### src/rtl/relobi_rr_arbiter_pkg.sv
// rtl/relobi_rr_arbiter_pkg.sv - OBI channel types and index helpers for the round-robin arbiter
//
// Purpose: shared OBI request/response structs, their flattened widths and
// the index-width helper used by the arbiter and its index FIFO.
package relobi_rr_arbiter_pkg;

  localparam int unsigned AddrWidth = 32;
  localparam int unsigned DataWidth = 32;

  typedef struct packed {
    logic [AddrWidth-1:0]   addr;
    logic                   we;
    logic [DataWidth/8-1:0] be;
    logic [DataWidth-1:0]   wdata;
  } obi_a_chan_t;

  typedef struct packed {
    logic [DataWidth-1:0] rdata;
    logic                 err;
  } obi_r_chan_t;

  typedef struct packed {
    logic        req;
    obi_a_chan_t a;
    logic        rready;
  } obi_req_t;

  typedef struct packed {
    logic        gnt;
    logic        rvalid;
    obi_r_chan_t r;
  } obi_rsp_t;

  localparam int unsigned ReqWidth = $bits(obi_req_t);
  localparam int unsigned RspWidth = $bits(obi_rsp_t);

  // Width of an index into n items; a single item still needs one bit.
  function automatic int unsigned idx_width(input int unsigned n);
    return (n > 1) ? $clog2(n) : 1;
  endfunction

endpackage

### src/rtl/relobi_rr_arbiter_fifo.sv
// rtl/relobi_rr_arbiter_fifo.sv - index FIFO recording the owner of each outstanding transaction
//
// Purpose: non-fall-through FIFO of requester indices.
// Ports:
//   clk_i, rst_ni  clock, asynchronous active-low reset
//   push_i/data_i  enqueue an index (ignored when full)
//   pop_i          dequeue the head (ignored when empty)
//   data_o         head entry
//   empty_o        no entries stored
//   usage_o        number of entries stored
module relobi_rr_arbiter_fifo #(
  parameter  int unsigned Depth = 4,
  parameter  int unsigned Width = 1,
  localparam int unsigned CntW  = $clog2(Depth + 1),
  localparam int unsigned PtrW  = (Depth > 1) ? $clog2(Depth) : 1
) (
  input  logic             clk_i,
  input  logic             rst_ni,
  input  logic             push_i,
  input  logic [Width-1:0] data_i,
  input  logic             pop_i,
  output logic [Width-1:0] data_o,
  output logic             empty_o,
  output logic [CntW-1:0]  usage_o
);

  logic [Width-1:0] mem_q [Depth];
  logic [PtrW-1:0]  wr_ptr_q, rd_ptr_q;
  logic [CntW-1:0]  cnt_q;
  logic             push_ok, pop_ok;

  assign push_ok = push_i && (cnt_q != CntW'(Depth));
  assign pop_ok  = pop_i && (cnt_q != '0);

  assign data_o  = mem_q[rd_ptr_q];
  assign empty_o = (cnt_q == '0);
  assign usage_o = cnt_q;

  always_ff @(posedge clk_i) begin
    if (push_ok) begin
      mem_q[wr_ptr_q] <= data_i;
    end
  end

  always_ff @(posedge clk_i or negedge rst_ni) begin
    if (!rst_ni) begin
      wr_ptr_q <= '0;
      rd_ptr_q <= '0;
      cnt_q    <= '0;
    end else begin
      if (push_ok) begin
        wr_ptr_q <= (wr_ptr_q == PtrW'(Depth - 1)) ? '0 : wr_ptr_q + 1'b1;
      end
      if (pop_ok) begin
        rd_ptr_q <= (rd_ptr_q == PtrW'(Depth - 1)) ? '0 : rd_ptr_q + 1'b1;
      end
      if (push_ok && !pop_ok) begin
        cnt_q <= cnt_q + 1'b1;
      end else if (pop_ok && !push_ok) begin
        cnt_q <= cnt_q - 1'b1;
      end
    end
  end

endmodule

### src/rtl/relobi_rr_arbiter.sv
// rtl/relobi_rr_arbiter.sv - round-robin OBI arbiter with TMR pointer and in-order response routing
//
// Purpose: shares one OBI manager port between NumSbrPorts requesters.
// Ports:
//   clk_i, rst_ni    clock, asynchronous active-low reset
//   sbr_ports_req_i  packed obi_req_t per requester
//   sbr_ports_rsp_o  packed obi_rsp_t per requester
//   mgr_port_req_o   packed obi_req_t to the shared subordinate
//   mgr_port_rsp_i   packed obi_rsp_t from the shared subordinate
//   fault_o          [0] pointer copies disagree, [1] rvalid with nothing outstanding
module relobi_rr_arbiter
  import relobi_rr_arbiter_pkg::*;
#(
  parameter bit          UseRReady   = 1'b0,
  parameter int unsigned NumSbrPorts = 2,
  parameter int unsigned MaxTrans    = 4
) (
  input  logic                                 clk_i,
  input  logic                                 rst_ni,
  input  logic [NumSbrPorts-1:0][ReqWidth-1:0] sbr_ports_req_i,
  output logic [NumSbrPorts-1:0][RspWidth-1:0] sbr_ports_rsp_o,
  output logic [ReqWidth-1:0]                  mgr_port_req_o,
  input  logic [RspWidth-1:0]                  mgr_port_rsp_i,
  output logic [1:0]                           fault_o
);

  localparam int unsigned IdxW = idx_width(NumSbrPorts);
  localparam int unsigned CntW = $clog2(MaxTrans + 1);
  typedef logic [IdxW-1:0] idx_t;

  obi_req_t sbr_req [NumSbrPorts];
  obi_rsp_t sbr_rsp [NumSbrPorts];
  obi_req_t mgr_req;
  obi_rsp_t mgr_rsp;

  logic [NumSbrPorts-1:0] req_vec;
  idx_t                   arb_idx, sel, locked_idx_q, head, ptr_voted;
  logic                   lock_q, ptr_fault, any_req, full, empty, handshake, pop;
  logic [CntW-1:0]        cnt;

  for (genvar g = 0; g < NumSbrPorts; g++) begin : gen_ports
    assign sbr_req[g]         = sbr_ports_req_i[g];
    assign sbr_ports_rsp_o[g] = sbr_rsp[g];
    assign req_vec[g]         = sbr_req[g].req;
  end
  assign mgr_port_req_o = mgr_req;
  assign mgr_rsp        = mgr_port_rsp_i;

  if (NumSbrPorts > 1) begin : gen_ptr
    idx_t ptr0_q, ptr1_q, ptr2_q, ptr_next, j;
    logic found;

    assign ptr_voted = (ptr0_q & ptr1_q) | (ptr0_q & ptr2_q) | (ptr1_q & ptr2_q);
    assign ptr_fault = (ptr0_q != ptr1_q) || (ptr1_q != ptr2_q);

    // First requester at or after the voted pointer, wrapping around.
    always_comb begin
      arb_idx = ptr_voted;
      found   = 1'b0;
      j       = '0;
      for (int unsigned i = 0; i < NumSbrPorts; i++) begin
        j = idx_t'((32'(ptr_voted) + i) % NumSbrPorts);
        if (!found && req_vec[j]) begin
          arb_idx = j;
          found   = 1'b1;
        end
      end
    end

    // Every edge rewrites all copies, which scrubs a single upset copy.
    assign ptr_next = !handshake ? ptr_voted :
                      (sel == idx_t'(NumSbrPorts - 1)) ? '0 : sel + 1'b1;

    always_ff @(posedge clk_i or negedge rst_ni) begin
      if (!rst_ni) begin
        ptr0_q <= '0;
        ptr1_q <= '0;
        ptr2_q <= '0;
      end else begin
        ptr0_q <= ptr_next;
        ptr1_q <= ptr_next;
        ptr2_q <= ptr_next;
      end
    end
  end else begin : gen_no_ptr
    assign ptr_voted = '0;
    assign ptr_fault = 1'b0;
    assign arb_idx   = '0;
  end

  // A presented-but-ungranted request pins the selection until its handshake.
  assign sel       = lock_q ? locked_idx_q : arb_idx;
  assign any_req   = |req_vec;
  assign full      = (cnt == CntW'(MaxTrans));
  assign handshake = mgr_req.req && mgr_rsp.gnt;
  assign pop       = mgr_rsp.rvalid && mgr_req.rready && !empty;

  always_ff @(posedge clk_i or negedge rst_ni) begin
    if (!rst_ni) begin
      lock_q       <= 1'b0;
      locked_idx_q <= '0;
    end else if (handshake) begin
      lock_q <= 1'b0;
    end else if (mgr_req.req) begin
      lock_q       <= 1'b1;
      locked_idx_q <= sel;
    end
  end

  relobi_rr_arbiter_fifo #(
    .Depth (MaxTrans),
    .Width (IdxW)
  ) u_idx_fifo (
    .clk_i   (clk_i),
    .rst_ni  (rst_ni),
    .push_i  (handshake),
    .data_i  (sel),
    .pop_i   (pop),
    .data_o  (head),
    .empty_o (empty),
    .usage_o (cnt)
  );

  always_comb begin
    mgr_req     = '0;
    mgr_req.req = any_req && !full;
    mgr_req.a   = sbr_req[sel].a;
    // With nothing outstanding the beat has no owner, so it is always accepted and dropped.
    mgr_req.rready = (!UseRReady || empty) ? 1'b1 : sbr_req[head].rready;
  end

  always_comb begin
    for (int i = 0; i < NumSbrPorts; i++) begin
      sbr_rsp[i]        = '0;
      sbr_rsp[i].r      = mgr_rsp.r;
      sbr_rsp[i].gnt    = (idx_t'(i) == sel) && handshake;
      sbr_rsp[i].rvalid = (idx_t'(i) == head) && mgr_rsp.rvalid && !empty;
    end
  end

  assign fault_o = {mgr_rsp.rvalid && empty, ptr_fault};

endmodule

### config.mk
export PLATFORM = sky130hd
export DESIGN_NAME = relobi_rr_arbiter
export DESIGN_NICKNAME = d
export VERILOG_FILES = /design/src/rtl/relobi_rr_arbiter_pkg.sv /design/src/rtl/relobi_rr_arbiter_fifo.sv /design/src/rtl/relobi_rr_arbiter.sv
export SDC_FILE = /design/constraint.sdc
export NUM_CORES = 1
export LEC_CHECK = 0
export CAP_MARGIN = 20
export CORE_AREA = 5 5 122 124
export CTS_CLUSTER_SIZE = 12
export DETAILED_ROUTE_END_ITERATION = 8
export DIE_AREA = 0 0 127 129
export GPL_TIMING_DRIVEN = 0
export SLEW_MARGIN = 30
export SYNTH_ARGS = -nofsm -noshare
export SYNTH_HDL_FRONTEND = slang
export SYNTH_SLANG_ARGS = --single-unit
### constraint.sdc
create_clock -name clk_i -period 3.4 [get_ports clk_i]
set_input_delay 1.02 -clock clk_i [delete_from_list [all_inputs] [get_ports clk_i]]
set_output_delay 1.02 -clock clk_i [all_outputs]
set_load 0.02 [all_outputs]
== Yosys cells after proc, flatten, opt, wreduce, memory -nomap -nowiden ==
Memory sizes are Yosys's and may differ from the RTL's.
Index checks and enable logic that the tools add are counted.

* RAM bits: 4
* Bits of input ports: 179
* Memories kept: 1
* Memory bits (read-only): 0
* Bits in latches: 0
* Register bits after elaboration: 10

* Equality and inequality tests: 4
* Reduce and logical (&&, ||, !) cells: 26
* Magnitude comparators: 3
* Shift-type cells: 0
* $mul: 0
* Muxes and demuxes: 20
* Add/sub/neg operators: 6
* Divide/modulo/power cells: 0
* Bitwise operators: 4

{| class="wikitable"
|+ Memories
! name !! words !! width !! read ports !! clocked after memory_dff !! write ports !! line !! text
|-
| u_idx_fifo.mem_q || 4 || 1 || 1 || 0 || 1 || relobi_rr_arbiter_fifo.sv:27 || <nowiki>logic [Width-1:0] mem_q [Depth];</nowiki>
|}

{| class="wikitable"
|+ Operators by type and width
! operator !! number
|-
| 2-to-1 mux 70 bit || 3
|-
| logical AND 1 bit || 15
|-
| 2-to-1 mux 1 bit || 13
|-
| 2-to-1 mux 3 bit || 2
|-
| zero test 1 bit || 5
|-
| adder 2 x 1 -> 2 bit, second input constant || 2
|-
| == test 2 bit, second input constant || 2
|-
| < comparator 1 x 2 -> 1 bit, second input constant || 2
|-
| 2-to-1 mux 2 bit || 2
|-
| nonzero test 2 bit || 2
|-
| adder 3 x 1 -> 3 bit, second input constant || 1
|-
| == test 3 bit, second input constant || 1
|-
| zero test 3 bit || 1
|-
| inequality test 3 bit, second input constant || 1
|-
| NOT 1 bit || 3
|-
| nonzero test 3 bit || 1
|-
| subtractor 3 x 1 -> 3 bit, second input constant || 1
|-
| adder 1 bit, second input constant || 2
|-
| greater-or-equal comparator 2 bit, second input constant || 1
|-
| NOT 1 -> 2 bit || 1
|-
| AND reduction 2 bit || 1
|-
| OR reduction 2 bit || 1
|}

== Depth between registers and ports, before layout ==
Gate-level depths: netlist of the first run.

* Word-level depth: 11
* Depth in mapped cells: 10
* Depth with buffers taken out: 9

== Hierarchy ==
From an unflattened synthesis of the first run, not the netlist that was laid out.

* Cell total of the unflattened synthesis: 210
* Area total of the unflattened synthesis: 2,428.6 sq um

{| class="wikitable"
|+ By module, submodules not included
! module !! cells an instance !! seq. area each (sq um) !! instances !! area an instance (sq um)
|-
| relobi_rr_arbiter || 169 || 75.1 || 1 || 1,829.3
|-
| relobi_rr_arbiter_fifo || 41 || 295.3 || 1 || 599.3
|}

== Worst setup path after synthesis of the first run ==
OpenSTA, ideal clock, no wires.

* Path kind: input -> output
* Start: in sbr_ports_req_i[70] (netlist name)
* End: out mgr_port_req_o[10]
* Arrival: 2.025 ns
* Stages on the path: 6
* Buffers on the path: 2
* Setup slack: 0.355 ns
* Path through: inv_2 > a21oi_1 > o31a_1 > buf_6 > buf_12 > mux2_4

* Longest elaborated chain between the ends: 11

{| class="wikitable"
|+ Ends and longest elaborated chain
! item !! line !! text
|-
| start: declaration || relobi_rr_arbiter.sv:20 || <nowiki>input logic [NumSbrPorts-1:0][ReqWidth-1:0] sbr_ports_req_i,</nowiki>
|-
| 2-to-1 mux 1 bit (not written as such) (2 in series) || relobi_rr_arbiter.sv:63 || <nowiki>if (!found && req_vec[j]) begin</nowiki>
|-
| 2-to-1 mux 1 bit || relobi_rr_arbiter.sv:63 ||
|-
| zero test 1 bit || relobi_rr_arbiter.sv:63 ||
|-
| logical AND 1 bit * || relobi_rr_arbiter.sv:63 ||
|-
| 2-to-1 mux 1 bit * || relobi_rr_arbiter.sv:63 ||
|-
| 2-to-1 mux 1 bit * || relobi_rr_arbiter.sv:92 || <nowiki>assign sel = lock_q ? locked_idx_q : arb_idx;</nowiki>
|-
| NOT 1 -> 2 bit (not written as such) * || relobi_rr_arbiter.sv:127 || <nowiki>mgr_req.a = sbr_req[sel].a;</nowiki>
|-
| 2-to-1 mux 70 bit (not written as such) * (3 in series) || relobi_rr_arbiter.sv:127 ||
|-
| end: declaration || relobi_rr_arbiter.sv:22 || <nowiki>output logic [ReqWidth-1:0] mgr_port_req_o,</nowiki>
|}

Every way passes the cells marked *; elsewhere a longest branch is shown, timed or not. The select of a mux whose other input is x is not followed.

== Final worst setup path of the first run ==
* Start: in sbr_ports_req_i[70] (netlist name)
* End: out mgr_port_req_o[37]

The elaborated chain is that of the path after synthesis.

==> results of run 1 <==
-- layer usage --
metal / global-route usage, % / vias up / part of all wire (%)
li1: - / 1248 / -
met1: 13.93 / 1165 / 37
met2: 23.75 / 121 / 56
met3: 2.615 / 4 / 7.0
met4: 1.136 / 0 / 0.25
met5: 0 / - / 0
-- layout make-up --
class | instances | area, um2 | area share [%]
plain buffers | 77 | 678.2 | 11.42
clock buffers | 4 | 88.84 | 1.496
inverters | 6 | 27.53 | 0.4635
multi-input cells | 113 | 1395 | 23.49
flip-flops and latches | 14 | 370.4 | 6.237
well taps | 180 | 225.2 | 3.793
repair buffers | 295 | 3153 | 53.10
-- per-stage QoR --
stage               worst slack [ps]  cell area (um2)  utilization, %  total power [mW]  hold WS (ps)
floorplan                      354.6             2437               -             2.085         481.4
global placement              -810.9             5505           40.29             3.114         497.6
detailed placement            -824.4             5505           40.29             3.140         497.7
CTS                           -63.27             5534           40.50             3.520         530.1
global route                  -114.3             5938           43.45             4.060         556.7
finish                        -67.83             5938           43.45             3.861         521.6
-- power by group --
part	switching, mW	leakage [nW]	internal (mW)
sequential	0.0700	0.153	0.255
clock	0.0633	0.0442	0.178
combinational	1.32	2.56	1.97
-- timing repair --
item / in CTS / in global routing
pin swaps: 2 / 1
cloned: 4 / 3
hold buffers: 0 / 0
buffers inserted: 4 / 0
setup endpoints to repair: 75 / 68
resized for setup: 349 / 119
-- flip-flops by register name, summed over array words and instances, names as in the netlist --
name and cells:
locked_idx_q 1, lock_q 1, u_idx_fifo.wr_ptr_q 2, gen_ptr.ptr2_q 1, u_idx_fifo.mem_q 4, u_idx_fifo.rd_ptr_q 2, u_idx_fifo.usage_o 3
-- worst max path at each step --
stage | start | to | slack, ps | depth (start not counted)
2_1_floorplan | sbr_ports_req_i[70] | mgr_port_req_o[10] | 350 | 6
3_3_place_gp | sbr_ports_req_i[70] | mgr_port_req_o[50] | -810 | 8
3_5_place_dp | sbr_ports_req_i[70] | mgr_port_req_o[50] | -820 | 8
4_1_cts | sbr_ports_req_i[70] | mgr_port_req_o[37] | -60 | 10
5_1_grt | sbr_ports_req_i[70] | mgr_port_req_o[37] | -110 | 10
6_report | sbr_ports_req_i[70] | mgr_port_req_o[37] | -70 | 10
-- critical path, stage by stage --
cell,delay [ps]
sky130_fd_sc_hd__buf_8,100
sky130_fd_sc_hd__inv_6,50
sky130_fd_sc_hd__nor2_4,30
sky130_fd_sc_hd__o31a_1,280
sky130_fd_sc_hd__buf_6,140
sky130_fd_sc_hd__buf_16,150
sky130_fd_sc_hd__buf_12,140
sky130_fd_sc_hd__buf_6,110
sky130_fd_sc_hd__mux2_4,290
sky130_fd_sc_hd__buf_6,130
-- cell usage in the layout, fill, tap and decap left out, types with 2 or more instances in the layout --
cell                              count
sky130_fd_sc_hd__dfrtp_1             10
sky130_fd_sc_hd__inv_1                5
sky130_fd_sc_hd__mux2_4              66
sky130_fd_sc_hd__buf_16               4
sky130_fd_sc_hd__dlygate4sd2_1        3
sky130_fd_sc_hd__buf_12               9
sky130_fd_sc_hd__and3_1               4
sky130_fd_sc_hd__buf_4               71
sky130_fd_sc_hd__ha_1                 6
sky130_fd_sc_hd__xor2_1               2
sky130_fd_sc_hd__conb_1               2
sky130_fd_sc_hd__mux2_1               2
sky130_fd_sc_hd__a21oi_2              2
sky130_fd_sc_hd__clkdlybuf4s50_1    208
sky130_fd_sc_hd__mux2_2               6
sky130_fd_sc_hd__edfxtp_1             4
sky130_fd_sc_hd__nor2_1               7
sky130_fd_sc_hd__buf_6               71
sky130_fd_sc_hd__and2_1               3
sky130_fd_sc_hd__clkbuf_16            6
-- logic make-up (layout without fill, tap and decap cells) --
logic type / count (synthesis) / count (layout) / synth area share (%)
xor+xnor: 3 / 3 / 1.078
other cells: 2 / 2 / 0.3081
buf+inv: 83 / 382 / 28.03
compound gates: 7 / 7 / 2.208
mux: 75 / 75 / 45.28
fa+ha+maj: 7 / 7 / 3.901
simple gates: 19 / 19 / 4.004
flops: 14 / 14 / 15.20
==> key figures, run 1 <==
Run status
  – Result of the run: complete, but fails checks
  – Violated checks: negative setup slack

Routing
  – Number of nets still failing antenna checks after routing: 0
  – Post-detailed-route via-to-cell ratio: 3.684
  – Starting DRC count in detailed routing: 37
  – Total length of routed wires: 11,600 um
  – First-pass iteration count of the detailed router: 4
  – Routed vias: 2,538
  – DRC viols: 0
  – Average wire length per cell after detail routing: 16.83 um

CTS
  – Total CTS buffers: 3
  – Worst skew pair latency: 240 ps
  – Clock tree from TritonCTS: yes
  – Number of sinks driven by the clock tree: 14
  – Register clock-pin slew on the reported worst setup and hold paths: 50 ps
  – Longest Clk Path Bufs: 2
  – Number of H-tree branching levels: 1
  – Root cell of the clock tree: sky130_fd_sc_hd__clkbuf_16

Synth
  – Cell taking the most area after synthesis: sky130_fd_sc_hd__mux2_4
  – Synthesized area per cell: ~12 um2
  – Post-synth ARST share: a little under three quarters
  – Top cells by area in the synthesized netlist: sky130_fd_sc_hd__mux2_4, sky130_fd_sc_hd__buf_4, sky130_fd_sc_hd__dfrtp_1
  – Most frequently used flop master after synthesis: sky130_fd_sc_hd__dfrtp_1
  – Sequential fraction of the synthesis area: 15.20%
  – Count of flip-flops with a built-in enable after synthesis: 4
  – #FFs+latches synth: 14
  – Number of warnings printed during yosys synthesis: 0
  – Most instantiated library cell after synthesis: sky130_fd_sc_hd__buf_4
  – Number of nets in the synthesized netlist: 396
  – Synth top cells by count: sky130_fd_sc_hd__buf_4, sky130_fd_sc_hd__mux2_4, sky130_fd_sc_hd__dfrtp_1
  – Number of different library cells in the post-synthesis netlist: 29
  – Post-synthesis instance area: approximately 2400 um2
  – Synthesized instance count: 210
  – Area share of the largest cell type after synthesis: about two fifths

Floorplanning
  – Initial core utilization: 17.84%
  – Core area: 13,670 um2
  – Die Footprint: 16,380 um2
  – Io pins: 322
  – Chip height: 129 um
  – DIE WIDTH: 127 um
  – Number of cell rows: 43

Global routing
  – Largest net degree at the start of global routing: 11
  – Congestion Overflow GR: 0
  – Global-route usage over all layers: 12.14%
  – Wire length of the first global-routing pass: 15,840 um
  – Initial antenna violation count: 0
  – Vias in the first global route: between 2,000 and 3,000

Critical path
  – Crit start category: input pin
  – Worst reg2reg endpoint: u_idx_fifo.usage_o[2]$_DFFE_PN0P_
  – Flop-to-flop setup slack: 1100 ps
  – Nature of the critical path endpoint: output pin
  – Maximum fanout along the worst path: 6
  – FF-to-FF Start: u_idx_fifo.usage_o[0]$_DFFE_PN0P_
  – Worst reg2reg path depth: 10
  – Worst path required time: about 2400 ps
  – Critical path class: in2out
  – WP data arrival: around 2500 ps

Min path
  – Hold Crit Depth: 2
  – Endpoint of the worst hold-timing path: lock_q$_DFFE_PN0P_
  – Kind of path behind the tightest hold check: reg2reg
  – Min-Delay Startpoint: lock_q$_DFFE_PN0P_

Place
  – Post-DP HPWL: 10,120 um
  – Input/output buffers: about 280
  – Routability-driven placement congestion ratio: between 0.8 and 0.9
  – Placed Cells: between 600 and 700

STA
  – Max Clock Freq: ~290 MHz
  – Final setup viols: 4
  – Final number of hold-violating endpoints: 0
  – Ratio of final minimum period to clock period: 102.0%
  – Minimum clock period: approximately 3500 ps
  – Total negative slack: -70.62 ps
  – Fin worst setup slack: -67.83 ps
  – Clock Skews: 3.694 ps
  – Unrepaired setup endpoints after global routing: true
  – Final max-slew violation count: 0

Job
  – Reported max-cap violation count: 0

Layout
  – Number of inserted diodes: 0
  – Filler instances: 1,308
  – Number of nets in the layout: 696
  – Layout cells sized above 1: 47.74%
  – Area Growth Syn to Fin: 143.6%
  – Final Non-Filler Cells: around 700

Pwr
  – IR Drop Worst-Case VDD: roughly 380 uV
  – Standby leakage power: around 2.8 nW
  – Power per unit of standard cell area: 650.2 nW/um2
(Power assumes the default switching activity.)
==> run 2: changes to the inputs <==
- MAX_ROUTING_LAYER: default -> met4
- SLEW_MARGIN: 30 -> default
==> key figures, run 2 (synthesized netlist as in run 1, its figures left out) <==
Run status
  – Result of the run: complete, but fails checks (unchanged)
  – Violated checks: negative setup slack (unchanged)

Layout
  – Largest register by flop count: u_idx_fifo.mem_q (unchanged)
  – Most frequent cells in the layout: sky130_fd_sc_hd__clkdlybuf4s50_1, sky130_fd_sc_hd__buf_4, sky130_fd_sc_hd__buf_6, sky130_fd_sc_hd__mux2_4, sky130_fd_sc_hd__dfrtp_1 (unchanged)
  – Number of nets in the layout: 696 (unchanged)
  – Layout cells sized above 1: 47.74% (unchanged)
  – Final Non-Filler Cells: 689 (unchanged)
  – Max FFs per register: 4 (unchanged)
  – Area Growth Syn to Fin: 143.6% (unchanged)
  – Most frequent standard cell in the layout excluding fill and tap cells: sky130_fd_sc_hd__clkdlybuf4s50_1 (unchanged)
  – Number of inserted diodes: 0 (unchanged)

Global routing
  – Congestion Overflow GR: 0 (unchanged)
  – Global-route met1 utilization: 14.19% (was 13.93%)
  – Initial antenna violation count: 0 (unchanged)
  – Largest net degree at the start of global routing: 11 (unchanged)
  – GRT met2 Usage: 23.75% (unchanged)
  – Wire length of the first global-routing pass: 15,860 um (was 15,840 um)
  – Met3 capacity usage during global routing: 2.200% (was 2.615%)
  – Global-route usage over all layers: 12.50% (was 12.14%)
  – Layer with the highest usage: met2 (unchanged)
  – Vias in the first global route: 2,717 (was 2,718)

CTS
  – Number of sinks driven by the clock tree: 14 (unchanged)
  – Clock tree from TritonCTS: yes (unchanged)
  – Number of hold buffers added after CTS: 0 (unchanged)
  – Worst skew pair latency: 240 ps (about the same)
  – Root cell of the clock tree: sky130_fd_sc_hd__clkbuf_16 (unchanged)
  – Total CTS buffers: 3 (unchanged)
  – Longest Clk Path Bufs: 2 (unchanged)
  – Number of H-tree branching levels: 1 (unchanged)
  – Register clock-pin slew on the reported worst setup and hold paths: 50 ps (about the same)

Routing
  – DRC viols: 0 (unchanged)
  – Post-detailed-route via-to-cell ratio: 3.687 (was 3.684)
  – Total length of routed wires: 11,600 um (about the same)
  – Number of nets still failing antenna checks after routing: 0 (unchanged)
  – Average wire length per cell after detail routing: 16.84 um (was 16.83 um)
  – Starting DRC count in detailed routing: 35 (was 37)
  – Routed vias: 2,540 (was 2,538)
  – First-pass iteration count of the detailed router: 4 (unchanged)

STA
  – Max Clock Freq: 288.3 MHz (was 288.4 MHz)
  – Final max-slew violation count: 0 (unchanged)
  – Ratio of final minimum period to clock period: 102.0% (about the same)
  – Fin worst setup slack: -69.20 ps (was -67.83 ps)
  – Final setup viols: 4 (unchanged)
  – Final number of hold-violating endpoints: 0 (unchanged)
  – Clock Skews: 3.694 ps (unchanged)
  – Minimum clock period: 3469 ps (was 3468 ps)
  – Unrepaired setup endpoints after global routing: true (unchanged)

Pwr
  – IR Drop Worst-Case VDD: 376.8 uV (unchanged)
  – Power per unit of standard cell area: 650.0 nW/um2 (was 650.2 nW/um2)
  – Standby leakage power: 2.753 nW (unchanged)

Floorplanning
  – Chip height: 129 um (unchanged)
  – Number of cell rows: 43 (unchanged)
  – Initial core utilization: 17.84% (unchanged)
  – Core area: 13,670 um2 (unchanged)
  – Io pins: 322 (unchanged)
  – DIE WIDTH: 127 um (unchanged)
  – Die Footprint: 16,380 um2 (unchanged)

Place
  – Setup Slack @ Placement: -824.4 ps (unchanged)
  – Placed Cells: 674 (unchanged)
  – Routability-driven placement congestion ratio: 0.8982 (was 0.8835)
  – Input/output buffers: 284 (unchanged)
  – Post-DP HPWL: 10,120 um (unchanged)

Critical path
  – Critical path class: in2out (unchanged)
  – Crit start category: input pin (unchanged)
  – WP data arrival: 2450 ps (about the same)
  – Worst path required time: 2380 ps (about the same)
  – Nature of the critical path endpoint: output pin (unchanged)
  – Maximum fanout along the worst path: 6 (unchanged)
  – Worst reg2reg path depth: 10 (unchanged)

Min path
  – Kind of path behind the tightest hold check: reg2reg (unchanged)
  – Hold Crit Depth: 2 (unchanged)

Job
  – Reported max-cap violation count: 0 (unchanged)
[run 2: cell counts in the layout (fill, tap and decap cells not counted)]
Identical to the previous run, type by type.
[run 2: layer usage]
metal | routed length [um] | up-vias
li1 | - | 1248
met1 | 4321 | 1167
met2 | 6495 | 121
met3 | 753 | 4
met4 | 29 | 0
met5 | 0 | -
[run 2: worst max-delay path: stages]
cell	delay [ps]
sky130_fd_sc_hd__buf_8	100
sky130_fd_sc_hd__inv_6	50
sky130_fd_sc_hd__nor2_4	30
sky130_fd_sc_hd__o31a_1	280
sky130_fd_sc_hd__buf_6	140
sky130_fd_sc_hd__buf_16	150
sky130_fd_sc_hd__buf_12	140
sky130_fd_sc_hd__buf_6	110
sky130_fd_sc_hd__mux2_4	290
sky130_fd_sc_hd__buf_6	130
[run 2: stage by stage]
stage                     setup TNS (ps)  instance area (um2)  total power [mW]  util, %  hold slack, ps
after global routing               -1553                 5938             4.060    43.45           556.7
after detailed placement          -54680                 5505             3.140    40.29           497.7
after global placement            -53890                 5505             3.114    40.29           497.6
after CTS                         -63.27                 5534             3.520    40.50           530.1
final                             -72.01                 5938             3.860    43.45           521.6
after floorplan                        0                 2437             2.085        -           481.4
[run 2: final timing paths]
check                                             startpoint                           endpoint  slack, ps
max                                      sbr_ports_req_i[70]                 mgr_port_req_o[37]        -70
min                                       lock_q$_DFFE_PN0P_                 lock_q$_DFFE_PN0P_        520
max reg2reg                u_idx_fifo.usage_o[0]$_DFFE_PN0P_  u_idx_fifo.usage_o[2]$_DFFE_PN0P_       1100
min reg2reg                               lock_q$_DFFE_PN0P_                 lock_q$_DFFE_PN0P_        520
max in group asynchronous                             rst_ni  u_idx_fifo.usage_o[1]$_DFFE_PN0P_       1960
min in group asynchronous                             rst_ni         gen_ptr.ptr2_q$_DFFE_PN0N_       1110
[run 2: timing repair]
action / 4_1_cts / 5_1_grt
pin swaps: 2 / 1
cloned: 4 / 3
buffers inserted: 4 / 0
setup endpoints to repair: 75 / 68
gates resized for setup: 349 / 119
[run 2: cell type report]
cell class	instances	area [um2]
sequential	14	370.4
tap	180	225.2
timing repair buffer	295	3153
buffer	77	678.2
clock buffer	4	88.84
multi-input combinational	113	1395
inverter	6	27.53
fill	1308	7727
[run 2: report_power, final]
| part | leakage, nW | switching (mW) | internal (mW) |
|---|---|---|---|
| combinational | 2.56 | 1.32 | 1.97 |
| clock | 0.0442 | 0.0633 | 0.178 |
| sequential | 0.153 | 0.0700 | 0.255 |
| total | 2.75 | 1.45 | 2.41 |
